## config.mk

```make
export PLATFORM = sky130hd
export DESIGN_NAME = mac_array_ctrl
export DESIGN_NICKNAME = d
export VERILOG_FILES = /design/src/rtl/mac_pkg.sv /design/src/rtl/mac_sum_serializer.sv /design/src/rtl/mac_array_ctrl.sv
export SDC_FILE = /design/constraint.sdc
export NUM_CORES = 1
export LEC_CHECK = 0
export ABC_AREA = 1
export BUFFER_PORTS_ARGS = -buffer_cell sky130_fd_sc_hd__buf_2
export CORE_UTILIZATION = 45
export CTS_CLUSTER_DIAMETER = 30
export DETAILED_ROUTE_END_ITERATION = 8
export PLACE_DENSITY = 0.74
export SYNTH_ARGS = -nofsm -noshare
export SYNTH_HDL_FRONTEND = slang
export SYNTH_SLANG_ARGS = --single-unit
```

## constraint.sdc

```tcl
create_clock -name clk -period 1.17 [get_ports clk]
set_input_delay 0.117 -clock clk [delete_from_list [all_inputs] [get_ports clk]]
set_output_delay 0.117 -clock clk [all_outputs]
set_load 0.005 [all_outputs]
```

## src/rtl/mac_pkg.sv

```systemverilog
// Shared definitions for the MAC array command sequencer: sizes, op-codes and FSM states.
package mac_pkg;

  localparam int N_MAC     = 8;
  localparam int DW        = 8;
  localparam int SUM_W     = 19;
  localparam int OUT_BYTES = 3;
  localparam int LANE_W    = $clog2(N_MAC);

  localparam logic [1:0] OP_WR_W = 2'b00;
  localparam logic [1:0] OP_WR_A = 2'b01;
  localparam logic [1:0] OP_RD   = 2'b10;
  localparam logic [1:0] OP_CLR  = 2'b11;

  typedef enum logic [2:0] {
    ST_IDLE,
    ST_WAIT,
    ST_RD0,
    ST_RD1,
    ST_RD2,
    ST_CLR_W,
    ST_CLR_A
  } state_t;

  function automatic logic [N_MAC-1:0] lane_onehot(input logic [LANE_W-1:0] idx);
    logic [N_MAC-1:0] r;
    r = '0;
    r[idx] = 1'b1;
    return r;
  endfunction

endpackage

```

## src/rtl/mac_sum_serializer.sv

```systemverilog
// Captures the adder-tree sum (or running accumulator when MAC_CTRL_ACC_EN is defined)
// and presents it LSB-first as bytes selected by the read-phase index.
module mac_sum_serializer
  import mac_pkg::*;
(
  input  logic             clk,
  input  logic             rst_n,
  input  logic             capture,
`ifdef MAC_CTRL_ACC_EN
  input  logic             acc_clr,
  input  logic             clr_all,
`endif
  input  logic [SUM_W-1:0] sum_in,
  input  logic             rd_active,
  input  logic [1:0]       rd_idx,
  output logic [7:0]       out_byte,
  output logic             out_valid
);

  localparam int RD_W = OUT_BYTES * 8;

  logic [RD_W-1:0] rd_val;

`ifdef MAC_CTRL_ACC_EN
  logic [RD_W-1:0] acc;

  // Wraps modulo 2^RD_W; acc_clr restarts the running total from this sample.
  always_ff @(posedge clk or negedge rst_n) begin
    if (!rst_n) begin
      acc <= '0;
    end else if (clr_all) begin
      acc <= '0;
    end else if (capture) begin
      acc <= (acc_clr ? '0 : acc) + RD_W'(sum_in);
    end
  end

  assign rd_val = acc;
`else
  logic [SUM_W-1:0] sum_q;

  always_ff @(posedge clk or negedge rst_n) begin
    if (!rst_n) begin
      sum_q <= '0;
    end else if (capture) begin
      sum_q <= sum_in;
    end
  end

  assign rd_val = RD_W'(sum_q);
`endif

  always_comb begin
    out_byte = '0;
    if (rd_active) begin
      case (rd_idx)
        2'd0:    out_byte = rd_val[7:0];
        2'd1:    out_byte = rd_val[15:8];
        default: out_byte = rd_val[23:16];
      endcase
    end
  end

  assign out_valid = rd_active;

endmodule

```

## src/rtl/mac_array_ctrl.sv

```systemverilog
// Command sequencer for the MAC array: lane writes, two-phase clear, 3-byte sum readout.
// Optional accumulator enabled by defining MAC_CTRL_ACC_EN.
module mac_array_ctrl
  import mac_pkg::*;
(
  input  logic             clk,
  input  logic             rst_n,
  input  logic             cmd_valid,
  output logic             cmd_ready,
  input  logic [1:0]       cmd_op,
  input  logic [5:0]       cmd_addr,
  input  logic [DW-1:0]    cmd_data,
  output logic [N_MAC-1:0] mac_wr_w,
  output logic [N_MAC-1:0] mac_wr_a,
  output logic [DW-1:0]    mac_wdata,
  input  logic [SUM_W-1:0] sum_in,
  output logic [7:0]       out_byte,
  output logic             out_valid,
  output logic             err_addr
);

  // Handshake: a command is taken on a rising edge where cmd_valid && cmd_ready;
  // cmd_ready is high only in IDLE and nothing is buffered while it is low.

  state_t     state;
  logic       addr_bad;
  logic       rd_active;
  logic [1:0] rd_idx;

  assign cmd_ready = (state == ST_IDLE);
  assign addr_bad  = ({1'b0, cmd_addr} >= 7'(N_MAC));
  assign rd_active = (state == ST_RD0) || (state == ST_RD1) || (state == ST_RD2);
  assign rd_idx    = (state == ST_RD0) ? 2'd0 : (state == ST_RD1) ? 2'd1 : 2'd2;

`ifdef MAC_CTRL_ACC_EN
  logic acc_clr_q;
  logic clr_go;
  assign clr_go = cmd_ready && cmd_valid && (cmd_op == OP_CLR);
`endif

  always_ff @(posedge clk or negedge rst_n) begin
    if (!rst_n) begin
      state     <= ST_IDLE;
      mac_wr_w  <= '0;
      mac_wr_a  <= '0;
      mac_wdata <= '0;
      err_addr  <= 1'b0;
`ifdef MAC_CTRL_ACC_EN
      acc_clr_q <= 1'b0;
`endif
    end else begin
      mac_wr_w <= '0;
      mac_wr_a <= '0;
      case (state)
        ST_IDLE: begin
          if (cmd_valid) begin
            case (cmd_op)
              OP_WR_W, OP_WR_A: begin
                if (addr_bad) begin
                  err_addr <= 1'b1;
                end else begin
                  if (cmd_op == OP_WR_W) mac_wr_w <= lane_onehot(cmd_addr[LANE_W-1:0]);
                  else                   mac_wr_a <= lane_onehot(cmd_addr[LANE_W-1:0]);
                  mac_wdata <= cmd_data;
                end
              end
              OP_RD: begin
                state <= ST_WAIT;
`ifdef MAC_CTRL_ACC_EN
                acc_clr_q <= cmd_addr[0];
`endif
              end
              default: begin
                // Weights first: the MAC lets a weight write win over an activation write.
                state     <= ST_CLR_W;
                mac_wr_w  <= '1;
                mac_wdata <= '0;
              end
            endcase
          end
        end
        ST_WAIT:  state <= ST_RD0;
        ST_RD0:   state <= ST_RD1;
        ST_RD1:   state <= ST_RD2;
        ST_RD2:   state <= ST_IDLE;
        ST_CLR_W: begin
          state     <= ST_CLR_A;
          mac_wr_a  <= '1;
          mac_wdata <= '0;
        end
        default:  state <= ST_IDLE;
      endcase
    end
  end

  mac_sum_serializer u_ser (
    .clk       (clk),
    .rst_n     (rst_n),
    .capture   (state == ST_WAIT),
`ifdef MAC_CTRL_ACC_EN
    .acc_clr   (acc_clr_q),
    .clr_all   (clr_go),
`endif
    .sum_in    (sum_in),
    .rd_active (rd_active),
    .rd_idx    (rd_idx),
    .out_byte  (out_byte),
    .out_valid (out_valid)
  );

endmodule

```

; Word level (Yosys, flattened, before mapping)
; Index checks and enable logic that the tools add are counted.
[totals]
out_inout_bits = 35
word_cells = 55
register_bits = 47
[op_classes]
reduce_logical = 11
mux = 23
n_lt_le_gt_ge = 3
eq_ne = 12
[op_table]
columns = cell, n
row1 = $mux W8, 11
row2 = $pmux W8 S2, 5
row3 = $pmux W3 S5, 1
row4 = $reduce_and A4 Y1, 2
row5 = $eq A3 B2 Y1 const B, 2
row6 = $eq A3 B3 Y1 const B, 2
row7 = $ge A6 B4 Y1 const B, 1
row8 = $ne A2 B2 Y1 const B, 3
row9 = $pmux W3 S2, 1
row10 = $eq A2 B1 Y1 const B, 2
row11 = $logic_not A2 Y1, 2
row12 = $lt A3 B4 Y1 const B, 1
row13 = $mux W2, 2
row14 = $demux W1 S3, 1
row15 = $eq A3 B1 Y1 const B, 1
row16 = $ge A3 B1 Y1 const B, 1
row17 = $logic_not A3 Y1, 1
row18 = $mux W3, 1
row19 = $ne A3 B3 Y1 const B, 1
row20 = $eq A2 B2 Y1 const B, 1
row21 = $logic_or A1 B1 Y1, 2
row22 = $reduce_and A2 Y1, 1
row23 = $reduce_bool A2 Y1, 1
row24 = $reduce_or A2 Y1, 1
row25 = other kinds (2), 2

; Logic depth before layout (Yosys ltp)
[logic_depth]
word_depth = 9
depth_mapped = 8

; Cells and area by module
; A second synthesis with hierarchy kept.
[unflattened]
hier_cells = 233
hier_area_um2 = 2319.7
[modules_own_cells]
columns = module, cells_each, area_per_inst_um2, seq_area_each_um2, instances
row1 = mac_array_ctrl, 154, 1382.6, 700.7, 1
row2 = mac_sum_serializer, 79, 937.1, 475.5, 1

; Least setup slack after synthesis
; OpenSTA, ideal clock, no wires.
[synth_timing]
path_kind = reg-to-reg
from = reg state[1]
to = reg mac_wdata[0]
t_arrival_ns = 1.101
setup_time_ns = 0.119
path_slack_ns = -0.050
required_time_ns = 1.051
stages_incl_launch_ff = 7
period_less_slack_ns = 1.220
cell_sequence = dfrtp_1 nor2_2 nand2_2 nor2_4 nand3_2 nand3_1 nand2_1
[synth_via]
elab_chain_cells = 3
word_cells_on_any_way = 8
cone_classes = eq/ne: 4 / mux: 1 / reduce/logical: 3
[synth_lines]
columns = item, line
row1 = "start, declared", mac_array_ctrl.sv:25  ; state_t state;
row2 = "start signal, assigned", mac_array_ctrl.sv:43  ; state <= ST_IDLE;
row3 = "start signal, assigned", mac_array_ctrl.sv:68  ; state <= ST_WAIT;
row4 = "start signal, assigned", mac_array_ctrl.sv:75  ; state <= ST_CLR_W;
row5 = $logic_not A3 Y1 / $eq A3 B3 Y1 (equally long branches), mac_array_ctrl.sv:54  ; case (state)
row6 = $ne A3 B3 Y1 (no line) (tied with other cells), --
row7 = $reduce_and A4 Y1 (no line), --
row8 = "end signal, assigned", mac_array_ctrl.sv:64  ; mac_wdata <= cmd_data;
row9 = "end, declared", mac_array_ctrl.sv:15  ; output logic [DW-1:0] mac_wdata,
; Parallel ways exist; a longest one is shown, timed or not.
; A chain may end at the register's enable or synchronous reset.

; Worst setup path after layout
[layout_timing]
from = reg state[1]
to = reg u_ser.sum_q[16]
[layout_via]
elab_chain_cells = 1
[layout_lines]
columns = item, line
row1 = $eq A3 B1 Y1, mac_array_ctrl.sv:99  ; .capture (state == ST_WAIT),
row2 = "end signal, assigned", mac_sum_serializer.sv:46  ; sum_q <= sum_in;
row3 = "end, declared", mac_sum_serializer.sv:40  ; logic [SUM_W-1:0] sum_q;
; No other way between the ends.

==> flow_metrics.py <==
metrics = {
    "cts": {
        "clkLatencyLatePin_ns": 0.30,
        "clk_transition_reported_paths_ns": 0.08,
        "clockBufferDepth": 2,
        "cts_buffers": 5,
        "numClockSinks": 47,
        "ctsHtreeMaxLevel": 2,
        "tritoncts": "built",
        "root_buffer": "clkbuf_8",
    },
    "final_layout": {
        "area_growth_pct": 49.8,
        "drive_above_1_share_pct": 46.4,
        "nNetsFinal": 401,
        "antenna_cells": 0,
        "fin_util_pct": 72.6,
        "final_common_cell": "buf_2",
        "final_cell_mix": "buf_2, nand2_1, dfrtp_1",
    },
    "placed_design": {
        "hpwl_um": 3750,
        "port_buffers": 72,
        "gp_congestion": 0.845,
    },
    "setup_path": {
        "endpoint_kind": "flip-flop",
        "startpoint": "state[1]$_DFFE_PN0P_",
        "crit_buf_inv": 3,
        "worstRegToRegCells": 7,
        "r2r_start": "state[1]$_DFFE_PN0P_",
        "crit_fanout": 5,
        "worstPathCellList": "buf_4 > nor2_4 > buf_12 > nand2_4 > buf_4 > nor2_1 > a21oi_1",
        "reg2reg_slack_ns": -0.35,
        "path_delay_family": "flip-flops",
        "cp-start-kind": "flip-flop",
        "crit_slowest_cell": "dfrtp_2",
        "cp.required_ns": 1.35,
        "cp_common_cell": "buf_4",
        "worstPathArrival_ns": 1.70,
        "r2r_end": "u_ser.sum_q[16]$_DFFE_PN0P_",
        "cpPeakStageDelay_ns": 0.50,
        "critPathKind": "reg2reg",
    },
    "timing": {
        "report.final.slew_viol_count": 0,
        "max_slew_margin_pct": 71.8,
        "whs_ns": 0.0500,
        "setup_viol": 56,
        "timing.fmax_ghz": 0.657,
        "fin_crit_sh_pct": 130,
        "rsz0062_at_grt": "yes",
        "setup_ws_ns": -0.352,
        "fin_skew_ns": 0.00668,
        "finalHoldViolCount": 0,
        "tightest_slew_ns": 0.423,
        "period_minus_slack_ns": 1.52,
    },
    "die": {
        "design.die.area_mm2": 0.00513,
        "die_h_um": 71.6,
        "io_pins": 73,
        "die_x_um": 71.6,
        "coreArea_mm2": 0.00450,
        "num_rows": 24,
        "start_util_pct": 48.4,
    },
    "drt": {
        "drt-vias-per-instance": 5.23,
        "drtIter0Drc": 141,
        "vias": 2174,
        "first_pass_iters": 7,
        "wl_per_cell_um": 14.5,
        "ant_nets": 0,
        "drc_errors": 0,
        "wirelength_um": 6030,
    },
    "global_route": {
        "overflow": 0,
        "grt_max_degree": 26,
        "grt_pass1_wl_um": 9560,
        "antenna_found_initial": 0,
        "grt_pass1_vias": 2059,
        "grt_usage_pct": 24.2,
    },
    "synth": {
        "ys_types": 24,
        "netlist_instances": 255,
        "syn_avg_cell_area_um2": 8.56,
        "syn-num-nets": 293,
        "ys_seq_area_share_pct": 53.9,
        "ys_seq_elements": 47,
        "synthesis.yosys.warnings": 0,
        "netlist_area_mm2": 0.00218,
    },
    "power_and_ir_drop": {
        "cellLeakagePower_nw": 1.74,
        "pwr_density_cell_mw_per_mm2": 2290,
        "vdd_drop_max_mv": 0.998,
    },
    "hold_path": {
        "min_path_cells": 3,
        "hold_end": "u_ser.sum_q[17]$_DFFE_PN0P_",
        "hp-class": "in2reg",
        "min_from": "sum_in[17]",
    },
    "status": {
        "outcome": "finished, violations left",
        "violations": "negative setup slack",
    },
    "job": {
        "maxCapViolations": 0,
    },
}
[routing by layer]
| layer | GRT usage [%] | vias to the layer above | wire length, um |
|---|---|---|---|
| met4 | 7.19 | 0 | 79 |
| met5 | 0 | - | 0 |
| met1 | 29.7 | 1032 | 2430 |
| met2 | 43.3 | 82 | 3220 |
| li1 | - | 1052 | - |
| met3 | 4.78 | 8 | 305 |
[registers in the layout, summed over array words and instances (netlist names)]
signal       flops
err_addr         1
mac_wdata        8
state            3
u_ser.sum_q     19
mac_wr_a         8
mac_wr_w         8
[worst register-to-register path, delay by kind of cell, from the launching register on]
kind,cells,cell delay [ns]
AOI/OAI and AO/OA,1,0.07
DFF,1,0.50
buffers and inverters,3,0.45
and+or+nand+nor,3,0.38
[how the worst max path moves through the flow]
stage                                        to  slack (ns)  cells past startpoint
floorplan           u_ser.sum_q[10]$_DFFE_PN0P_      -0.004                      6
global placement                    out_byte[2]       -0.13                      6
detailed placement                  out_byte[2]       -0.20                      6
CTS                                 out_byte[0]       -0.32                      6
global route              mac_wr_w[5]$_DFF_PN0_       -0.44                      7
finish              u_ser.sum_q[16]$_DFFE_PN0P_       -0.35                      7
[layout make-up]
type	instances	area, um^2
Sequential cell	47	1180
Timing Repair Buffer	108	722
Clock inverter	1	5.00
Clock buffer	7	76.3
Timing Repair inverter	1	6.26
Tap cell	52	65.1
Fill cell	343	1240
Inverter	28	128
Multi-Input combinational cell	172	1090
[what timing repair did]
action	4_1_cts	5_1_grt
setup buffers	12	7
hold buffers	1	0
pin swaps	14	10
gates resized for setup	48	32
endpoints found under the hold margin	15	0
endpoints found under the setup margin	54	56
cloned	2	0
[metrics by stage]
| stage | total power [W] | worst slack (ns) | cells | TNS (ns) | area, um^2 |
|---|---|---|---|---|---|
| after floorplan | 0.00411 | -0.00386 | 255 | -0.00667 | 2200 |
| after global placement | 0.00512 | -0.131 | 388 | -2.28 | 2720 |
| after detailed placement | 0.00521 | -0.196 | 388 | -3.75 | 2720 |
| after CTS | 0.00689 | -0.317 | 411 | -10.95 | 3070 |
| after global routing | 0.00796 | -0.436 | 416 | -18.40 | 3270 |
| final | 0.00747 | -0.352 | 416 | -15.16 | 3270 |
[synthesized netlist by cell type, drive strengths merged]
library cell	number	area share, %
nand2	69	12
dfrtp	47	54
nand3	30	7.6
inv	27	4.8
nor2	21	5.1
a21oi	16	3.7
o21ai	11	2.5
buf	9	2.8
nand4	8	2.3
nor3	8	1.8
a22o	5	2.0
a31o	1	0.40
a31oi	1	0.29
clkinv	1	0.17
o21bai	1	0.34
[cells by family (layout without fill, tap and decap cells)]
logic type	Yosys count	after routing	share of synthesized area, %
flops	47	47	53.9
buf+inv	37	145	7.74
compound gates	35	35	9.23
simple gates	136	137	29.1
[power by group]
| part | switching [W] | internal [W] |
|---|---|---|
| clock | 0.000521 | 0.000420 |
| sequential | 0.000413 | 0.00224 |
| combinational | 0.00204 | 0.00183 |
No activity file was read; power rests on OpenSTA's default activity.
